[src/rtl/board_scan_sequencer.sv]
// Board scan sequencer: walks every cell of the board-state RAM in row-major
// order, maps each stone to a colour and hands one square at a time to the
// draw stage. The screen position advances by repeated addition of the cell
// pitch, so no multiplier is needed.
//
// Handshake: draw_enable/plot_enable rise together when a square is offered.
// They stay high, with position and colour held constant, until a
// one-cycle finished pulse is sampled. finished is ignored in every other
// state.
module board_scan_sequencer #(
    parameter int COLS     = 9,
    parameter int ROWS     = 9,
    parameter int CELL     = 40,
    parameter int ORIGIN_X = 140,
    parameter int ORIGIN_Y = 60
) (
    input  logic       clock,
    input  logic       reset,
    input  logic       start,
    input  logic       skip_empty,
    output logic [6:0] mem_addr,
    input  logic [1:0] mem_data,
    output logic [9:0] initial_xPosition,
    output logic [8:0] initial_yPosition,
    output logic [2:0] colour,
    output logic       draw_enable,
    output logic       plot_enable,
    input  logic       finished,
    output logic       busy,
    output logic       done,
    output logic [2:0] dbg_state
);

    typedef enum logic [2:0] {
        S_IDLE  = 3'd0,
        S_READ  = 3'd1,
        S_LATCH = 3'd2,
        S_DRAW  = 3'd3,
        S_NEXT  = 3'd4,
        S_DONE  = 3'd5
    } state_t;

    localparam logic [3:0] LAST_COL = 4'(COLS - 1);
    localparam logic [3:0] LAST_ROW = 4'(ROWS - 1);
    localparam logic [9:0] X0       = 10'(ORIGIN_X);
    localparam logic [9:0] DX       = 10'(CELL);
    localparam logic [8:0] Y0       = 9'(ORIGIN_Y);
    localparam logic [8:0] DY       = 9'(CELL);

    state_t     r_state;
    state_t     w_next;
    logic [3:0] r_row;
    logic [3:0] r_col;
    logic       r_skip;
    logic [6:0] r_addr;
    logic [9:0] r_x;
    logic [8:0] r_y;
    logic [2:0] r_colour;
    logic       r_draw;
    logic       r_busy;
    logic       r_done;
    logic       w_last;

    assign w_last = (r_row == LAST_ROW) && (r_col == LAST_COL);

    // State register.
    always_ff @(posedge clock or negedge reset) begin
        if (!reset) begin
            r_state <= S_IDLE;
        end else begin
            r_state <= w_next;
        end
    end

    // Next-state decode; start is only looked at in IDLE, finished only in DRAW.
    always_comb begin
        w_next = r_state;
        case (r_state)
            S_IDLE:  if (start) w_next = S_READ;
            S_READ:  w_next = S_LATCH;
            S_LATCH: w_next = (mem_data == 2'b00 && r_skip) ? S_NEXT : S_DRAW;
            S_DRAW:  if (finished) w_next = S_NEXT;
            S_NEXT:  w_next = w_last ? S_DONE : S_READ;
            S_DONE:  w_next = S_IDLE;
            default: w_next = S_IDLE;
        endcase
    end

    // Registered outputs and scan counters; strobes are decoded from the next state.
    always_ff @(posedge clock or negedge reset) begin
        if (!reset) begin
            r_row    <= 4'd0;
            r_col    <= 4'd0;
            r_skip   <= 1'b0;
            r_addr   <= 7'd0;
            r_x      <= 10'd0;
            r_y      <= 9'd0;
            r_colour <= 3'd0;
            r_draw   <= 1'b0;
            r_busy   <= 1'b0;
            r_done   <= 1'b0;
        end else begin
            r_draw <= (w_next == S_DRAW);
            r_busy <= (w_next != S_IDLE);
            r_done <= (w_next == S_DONE);
            case (r_state)
                S_IDLE: begin
                    if (start) begin
                        r_skip <= skip_empty;
                        r_row  <= 4'd0;
                        r_col  <= 4'd0;
                        r_addr <= 7'd0;
                        r_x    <= X0;
                        r_y    <= Y0;
                    end
                end
                S_LATCH: begin
                    case (mem_data)
                        2'b00:   r_colour <= 3'b110;
                        2'b01:   r_colour <= 3'b000;
                        2'b10:   r_colour <= 3'b111;
                        default: r_colour <= 3'b100;
                    endcase
                end
                S_NEXT: begin
                    if (!w_last) begin
                        r_addr <= r_addr + 7'd1;
                        if (r_col < LAST_COL) begin
                            r_col <= r_col + 4'd1;
                            r_x   <= r_x + DX;
                        end else begin
                            r_col <= 4'd0;
                            r_row <= r_row + 4'd1;
                            r_x   <= X0;
                            r_y   <= r_y + DY;
                        end
                    end
                end
                default: ;
            endcase
        end
    end

    assign mem_addr          = r_addr;
    assign initial_xPosition = r_x;
    assign initial_yPosition = r_y;
    assign colour            = r_colour;
    assign draw_enable       = r_draw;
    assign plot_enable       = r_draw;
    assign busy              = r_busy;
    assign done              = r_done;
    assign dbg_state         = r_state;

endmodule

[config.mk]
export PLATFORM = sky130hd
export DESIGN_NAME = board_scan_sequencer
export DESIGN_NICKNAME = d
export VERILOG_FILES = /design/src/rtl/board_scan_sequencer.sv
export SDC_FILE = /design/constraint.sdc
export NUM_CORES = 1
export LEC_CHECK = 0
export CAP_MARGIN = 5
export CORE_ASPECT_RATIO = 0.75
export CORE_MARGIN = 2
export CORE_UTILIZATION = 25
export DETAILED_ROUTE_END_ITERATION = 12
export HOLD_SLACK_MARGIN = 0.05
export SYNTH_ARGS = -nofsm -noshare
export SYNTH_HDL_FRONTEND = slang
export SYNTH_SLANG_ARGS = --single-unit
[constraint.sdc]
create_clock -name clock -period 1.71 [get_ports clock]
set_input_delay 0.171 -clock clock [delete_from_list [all_inputs] [get_ports clock]]
set_output_delay 0.171 -clock clock [all_outputs]
set_load 0.01 [all_outputs]
Word level (Yosys, flattened, before mapping)
Cells that the tools add are included.
{"block": "classes", "eq_ne": 13, "mux": 24, "add_sub_neg": 5, "magnitude_cmp": 1, "n_reduce_logical": 9}
{"op": "$mux 10", "n": 3}
{"op": "$mux 9", "n": 3}
{"op": "$mux 4", "n": 5}
{"op": "$pmux 10 s2", "n": 1}
{"op": "$pmux 9 s2", "n": 1}
{"op": "$pmux 4 s2", "n": 2}
{"op": "$pmux 3 s5", "n": 1}
{"op": "$mux 7", "n": 2}
{"op": "$pmux 7 s2", "n": 1}
{"op": "$mux 3", "n": 4}
{"op": "$add 10x6->10 const B", "n": 1}
{"op": "$add 9x6->9 const B", "n": 1}
{"op": "$eq 3x2->1 const B", "n": 3}
{"op": "$pmux 3 s3", "n": 1}
{"op": "$add 4x1->4 const B", "n": 2}
{"op": "$eq 4x4->1 const B", "n": 2}
{"op": "$add 7x1->7 const B", "n": 1}
{"op": "$eq 3x3->1 const B", "n": 2}
{"op": "$ne 2x2->1 const B", "n": 3}
{"op": "$lt 4x4->1 const B", "n": 1}
{"op": "$reduce_and 4->1", "n": 1}
{"op": "$eq 3x1->1 const B", "n": 1}
{"op": "$logic_not 3->1", "n": 1}
{"op": "$reduce_and 3->1", "n": 1}
{"op": "7 further kinds", "n": 8}
{"block": "totals", "input_bits": 7, "word_cells": 63, "ff_bits": 44, "output_inout_bits": 36}

Logic depth before layout (Yosys ltp)
Gate-level depths: netlist of the first run.
{"block": "depth", "ltp_word": 5, "depth_mapped": 8}

Worst setup path after synthesis of the first run
No wires, ideal clock.
{"block": "synth_timing", "kind": "reg-to-reg", "start": "register r_row[0]", "end": "register r_addr[3], in the netlist mem_addr[3]", "arrival_ns": 1.780, "setup_time_ns": 0.079, "slack_ns": -0.149, "period_less_slack_ns": 1.859, "stages_incl_launch_ff": 9, "t_required_ns": 1.631, "path_cell_list": "dfrtp_1 -> inv_1 -> ha_1 -> and4b_1 -> buf_2 -> and3_1 -> buf_2 -> nor4b_1 -> mux2i_1"}
{"block": "synth_between", "elab_chain_len": 4}
{"item": "start: declaration", "line": "52", "source": "logic [3:0] r_row;"}
{"item": "start signal: assignment", "line": "133", "source": "r_row <= r_row + 4'd1;"}
{"item": "$eq 4x4->1", "line": "64", "source": "assign w_last = (r_row == LAST_ROW) && (r_col == LAST_COL);"}
{"item": "$logic_and 1x1->1", "line": "64"}
{"item": "$ne 2x2->1 (no line)"}
{"item": "$reduce_and 3->1 (no line)"}
{"item": "end signal: assignment", "line": "127", "source": "r_addr <= r_addr + 7'd1;"}
{"item": "end: declaration", "line": "55", "source": "logic [6:0] r_addr;"}
Every way passes these cells.
A chain may end at the register's enable or synchronous reset.

==> results of run 1 <==
## per-layer routing
layer	wire, um	share of wire, %	global-route usage [%]
met1	2600	49	17.3
met4	46	0.86	2.42
met3	243	4.6	3.85
met2	2450	46	18.5
met5	0	0	0
## metrics by stage
| step | setup TNS (ps) | setup WS, ps | power [mW] | area (sq um) | instances |
|---|---|---|---|---|---|
| after floorplan | -157 | -43.9 | 2.48 | 2160 | 209 |
| after global placement | -4370 | -289 | 3.52 | 2890 | 379 |
| after detailed placement | -5160 | -351 | 3.55 | 2890 | 379 |
| after CTS | -45.7 | -24.1 | 4.32 | 3030 | 387 |
| after global routing | -452 | -74.1 | 4.87 | 3180 | 394 |
| final | -23.0 | -23.0 | 4.53 | 3180 | 394 |
## logic make-up after synthesis
| group | after synthesis |
|---|---|
| AOI/OAI and AO/OA | 53 |
| xor gates and xnor gates | 1 |
| adders and majority gates | 7 |
| buffers and inverters | 20 |
| DFF | 40 |
| muxes | 8 |
| other | 1 |
| and+or+nand+nor | 76 |
## registers in the layout (all words and copies together), names as in the netlist
register           count
mem_addr               7
r_skip                 1
initial_xPosition      8
done                   1
r_row                  4
colour                 3
draw_enable            1
dbg_state              3
initial_yPosition      7
r_col                  4
busy                   1
## layout by cell type, fill, tap and decap left out, types with 4 or more instances in the layout
cell / instances
a21oi_1: 8
a22o_1: 4
a31oi_1: 4
buf_4: 39
buf_6: 4
clkbuf_8: 7
clkdlybuf4s50_1: 37
conb_1: 4
dfrtp_1: 37
ha_1: 6
inv_1: 7
mux2i_1: 6
nand2_1: 14
nand2b_1: 6
nand3_1: 6
nand4_1: 4
nor2_1: 14
o21ai_0: 11
o21ai_1: 4
## what timing repair did
item,in CTS,in global routing
gates cloned,0,0
resized for setup,8,24
setup endpoints to repair,13,24
buffers inserted,0,7
pin swaps,2,3
hold buffers,1,0
hold endpoints to repair,15,0
## worst register-to-register path, stage by stage (launching register included)
cell and delay [ps]:
dfrtp_1 340, or3b_4 380, a32o_2 270, or3_4 400
a22o_1 240
## path summary, 6_finish.rpt
check	endpoint	cells past startpoint	slack, ps	startpoint
min reg2reg	initial_yPosition[2]	1	480	initial_yPosition[2]
min	draw_enable	2	340	reset
max in group asynchronous	dbg_state[1]	3	890	reset
max reg2reg	initial_xPosition[4]	4	-20	r_skip
min in group clock	initial_yPosition[2]	1	480	initial_yPosition[2]
max	initial_xPosition[4]	4	-20	r_skip
## layout make-up
| class | instances | area (sq um) |
|---|---|---|
| inverter | 8 | 30.0 |
| timing repair buffer | 85 | 783 |
| clock buffer | 7 | 96.3 |
| multi-input combinational | 149 | 1130 |
| tap | 105 | 131 |
| sequential | 40 | 1000 |
| fill | 795 | 4810 |
## where the power goes
| part | switching (mW) | internal [mW] | total, mW |
|---|---|---|---|
| combinational | 1.09 | 1.30 | 2.39 |
| sequential | 0.248 | 1.19 | 1.44 |
| clock | 0.335 | 0.360 | 0.695 |
==> flow_summary_export.csv, run 1 <==
group,metric,value,unit
run_status,run_status,"finished with violations",
run_status,violations,"setup timing",
timing,finalMaxSlewViolations,0,
floorplan,core_region_area,7990,sq um
route,drtIter0Drc,75,
floorplan,chip_width,109,um
clock_tree,cts_htree_levels,2,
route,post_drt_via_cell_ratio,4.65,
synth,synthSimpleGateAreaFrac,21.2,%
synth,post-synth-top-count-cell,"dfrtp_1",
route,detail_route.first_pass.iterations,4,
route,num_vias,1833,
critical_path,worst-path-max-fanout,4,
timing,max_clock_freq,577,MHz
route,post_drt_wl_per_cell,13.5,um
job,maxCapViolations,0,
timing,fin_crit_sh,101,%
critical_path,arrival_worst_endpoint,1920,ps
synth,synth_top_cells_by_area,"dfrtp_1, ha_1, o21ai_0",
clock_tree,clock_buffer_depth,2,
global_route,grt_remaining_overflow,0,
critical_path,path_cells,"or3b_4, a32o_2, or3_4, a22o_1",
synth,yosys.area_share.xor_xnor,0.420,%
clock_tree,path_clk_slew,80,ps
critical_path,timing.critical_path.to_type,"flip-flop",
critical_path,max_stage_delay,400,ps
hold_path,hold_class,"in -> async",
timing,final.hold.worst_slack,335,ps
critical_path,cp_num_buf_inv,0,
route,remaining_drc_errors,0,
clock_tree,cts_tree,"done",
global_route,combined_global_route_utilization_of_all_metal_layers,12.3,%
timing,setup_viol,1,
synth,synth_edf_count,0,
synth,ys.flop_type,"dfrtp_1",
clock_tree,clock_latency_on_the_worst_skew_pair,300,ps
placed_design,dp.final_hpwl,3990,um
synth,yosys.cell_types.count,51,
power_and_ir_drop,power.static_leakage,1.33,nW
clock_tree,root_buffer,"clkbuf_8",
synth,syn-cell-area,2080,sq um
power_and_ir_drop,power_per_cell_area,1430,nW/um^2
critical_path,timing.critical_path.required,1900,ps
synth,synth_area_per_cell,10.1,sq um
final_layout,fin_nets,303,
final_layout,final_core_util,39.8,%
synth,synth_top_family_by_area,"simple AND/OR/NAND/NOR gates",
critical_path,setup.worst_path.start_class,"flip-flop",
synth,synthDominantCellAreaShare,48.0,%
route,detail_route.wirelength,5340,um
floorplan,initial_utilization,26.1,%
synth,synth.area.mux_share,3.96,%
synth,yosysWarningCount,0,
clock_tree,cts_inserted_buffers,5,
global_route,first_global_vias,1781,
timing,worst_slack,-23.0,ps
synth,share_of_the_yosys_chip_area_belonging_to_registers,48.0,%
floorplan,io_pins,43,
power_and_ir_drop,worst_ir_drop_vdd,0.510,mV
clock_tree,sink_count_of_the_clock_tree,40,
global_route,grt_antenna_before_repair,0,
global_route,first_pass_grt_wire_length,8790,um
synth,synth_async_sr_flop_share,100,%
final_layout,area_growth_syn_to_layout,52.4,%
synth,synth_compound_gate_area_share,16.9,%
floorplan,num_rows,28,
synth,synth_top_area_cell,"dfrtp_1",
timing,fin_skew,5.06,ps
synth,synth_commonest_cells,"dfrtp_1, nand2_1, o21ai_0",
critical_path,critical-path-top-delay-family,"simple AND/OR/NAND/NOR gates",
floorplan,dieArea,9090,sq um
global_route,largest_net_degree_at_the_start_of_global_routing,26,
timing,grt_setup_unrepaired,"yes",
floorplan,chipHeight,83.1,um
timing,timing.final.hold_violations,0,
timing,fin_crit,1730,ps
final_layout,antenna_cells_inserted,0,
critical_path,worst_path_class_setup,"reg -> reg",
placed_design,port-buffer-count,38,
placed_design,gp_congestion,0.796,
synth,synthAdderAreaFrac,4.20,%
route,ant_nets,0,
synth,postSynthCellCount,206,
final_layout,layout-drive-gt1-share,30.1,%
synth,synth_seq_cells,40,
critical_path,worst_path_max_delay_cell,"or3_4",
Note: power is estimated with default switching activity, not from simulation.
==> run 2, diff against run 1 <==
- CAP_MARGIN: 5 -> 0
==> results of run 2 <==
No change in the layout: final DEF, timing and power equal those of run 1.
==> run 3, diff against run 2 <==
- CORE_UTILIZATION: 25 -> 46
- PLACE_DENSITY: default -> 0.76
==> flow_summary_export.csv, run 3 (synthesis results as in run 1) <==
group,metric,value,unit
run_status,run_status,"finished with violations",
run_status,violations,"setup timing",
floorplan,dieArea,5090,sq um
critical_path,worst_path_max_delay_cell,"or3b_4",
clock_tree,path_clk_slew,80,ps
clock_tree,clock_latency_on_the_worst_skew_pair,290,ps
timing,timing.final.hold_violations,0,
final_layout,mostFrequentLayoutCells,"dfrtp_1, clkdlybuf4s50_1, buf_4",
critical_path,cp-startpoint,"r_skip",
global_route,largest_net_degree_at_the_start_of_global_routing,41,
critical_path,path_cells,"or3b_4, a32o_2, buf_6, nor4b_4, mux2i_1",
timing,fin_crit,1730,ps
floorplan,io_pins,43,
placed_design,port-buffer-count,38,
placed_design,post-place-ws,-321,ps
floorplan,chip_width,81.7,um
critical_path,r2r_setup_slack,-20,ps
final_layout,layout-drive-gt1-share,29.2,%
clock_tree,sink_count_of_the_clock_tree,40,
route,post_drt_via_cell_ratio,5.29,
critical_path,worst_path_class_setup,"reg -> reg",
timing,grt_setup_unrepaired,"yes",
global_route,first_pass_grt_wire_length,7930,um
critical_path,setup.worst_path.start_class,"flip-flop",
route,detail_route.first_pass.iterations,4,
critical_path,regToRegEndpoint,"r_col[2]",
floorplan,chipHeight,62.3,um
route,remaining_drc_errors,0,
job,maxCapViolations,0,
route,ant_nets,0,
route,post_drt_wl_per_cell,14.7,um
floorplan,initial_utilization,47.2,%
critical_path,critical_path_depth,5,
final_layout,fin_nets,294,
timing,worst_slack,-21.8,ps
power_and_ir_drop,power_per_cell_area,1500,nW/um^2
hold_path,hold_class,"in -> async",
route,detail_route.wirelength,4950,um
global_route,combined_global_route_utilization_of_all_metal_layers,20.3,%
critical_path,max_stage_delay,390,ps
critical_path,crit_path_end,"r_col[2]",
power_and_ir_drop,total_switching_power,1.67,mW
final_layout,fillers,348,
critical_path,critical-path-top-delay-family,"simple AND/OR/NAND/NOR gates",
route,drtIter0Drc,106,
critical_path,arrival_worst_endpoint,1950,ps
critical_path,reg_to_reg_critical_path_startpoint,"r_skip",
critical_path,timing.critical_path.to_type,"flip-flop",
clock_tree,cts_tree,"done",
power_and_ir_drop,worst_ir_drop_vdd,0.772,mV
timing,max_clock_freq,577,MHz
global_route,grt_remaining_overflow,0,
power_and_ir_drop,power.static_leakage,1.32,nW
final_layout,area_growth_syn_to_layout,48.6,%
critical_path,worst-path-max-fanout,4,
route,num_vias,1789,
final_layout,final_cell_area,3100,sq um
clock_tree,cts_inserted_buffers,5,
placed_design,gp_congestion,0.760,
critical_path,worst_r2r_path_depth,5,
floorplan,num_rows,21,
power_and_ir_drop,power_frac_clock,19.6,%
power_and_ir_drop,p_seq_share,32.0,%
global_route,first_global_vias,1632,
critical_path,cp_num_buf_inv,1,
placed_design,dp.final_hpwl,3420,um
power_and_ir_drop,logic_pwr_share,48.4,%
timing,setup_viol,2,
floorplan,core_region_area,4410,sq um
global_route,grt_antenna_before_repair,0,
critical_path,timing.critical_path.required,1930,ps
power_and_ir_drop,p_int,2.99,mW
placed_design,dpl_cell_area,2790,sq um
timing,fin_skew,7.47,ps
clock_tree,root_buffer,"clkbuf_8",
final_layout,final_common_cell,"dfrtp_1",
timing,finalMaxSlewViolations,0,
clock_tree,cts_htree_levels,2,
final_layout,antenna_cells_inserted,0,
timing,fin_crit_sh,101,%
clock_tree,clock_buffer_depth,2,
final_layout,largest_register_ff_count,8,
power_and_ir_drop,net_sw_share,35.8,%
## run 3: how the worst min path moves through the flow
stage                     start      endpoint  cells after the start
after detailed placement  reset     colour[1]                      2
final                     reset  dbg_state[2]                      3
after global placement    reset     colour[1]                      2
after CTS                 reset   draw_enable                      3
after floorplan           reset          busy                      0
after global routing      reset  dbg_state[2]                      3
## run 3: tightest hold or removal path, delay by kind of cell
| family | cells | cell delay, ps |
|---|---|---|
| buffers and inverters | 3 | 870 |
## run 3: cell type report
cell class	instances	area, sq um	area share [%]
multi-input combinational	149	1150	37.2
sequential	40	1000	32.4
timing repair buffer	76	706	22.8
clock buffer	6	72.6	2.34
tap	57	71.3	2.30
clock inverter	2	60.1	1.94
inverter	8	30.0	0.970
## run 3: routing by layer
layer,part of all wire [%],GRT usage (%)
met3,5.1,4.94
met5,0,0
met1,50,30.8
met2,44,28.7
met4,0.85,6.04
## run 3: stage by stage
| step | hold WS [ps] | power, mW | setup TNS (ps) | util [%] | instances |
|---|---|---|---|---|---|
| floorplan | -125 | 2.48 | -157 | - | 209 |
| global placement | 157 | 3.43 | -4380 | 63.3 | 326 |
| detailed placement | 159 | 3.48 | -4710 | 63.3 | 326 |
| CTS | 375 | 4.53 | 0 | 68.2 | 335 |
| global route | 407 | 4.94 | -450 | 70.2 | 338 |
| finish | 380 | 4.65 | -32.5 | 70.2 | 338 |
## run 3: power groups by stage
stage | sequential [mW] | combinational [mW] | clock (mW)
6_report | 1.49 | 2.25 | 0.911
5_1_grt | 1.53 | 2.43 | 0.990
4_1_cts | 1.47 | 2.14 | 0.927
3_5_place_dp | 1.48 | 2.00 | 0
3_3_place_gp | 1.47 | 1.96 | 0
2_1_floorplan | 1.52 | 0.957 | 0
## run 3: what timing repair did
action | in CTS | in global routing
resized for setup | 16 | 17
endpoints found under the hold margin | 40 | 0
pin swaps | 4 | 6
setup endpoints to repair | 12 | 26
hold buffers | 1 | 0
setup buffers | 0 | 3
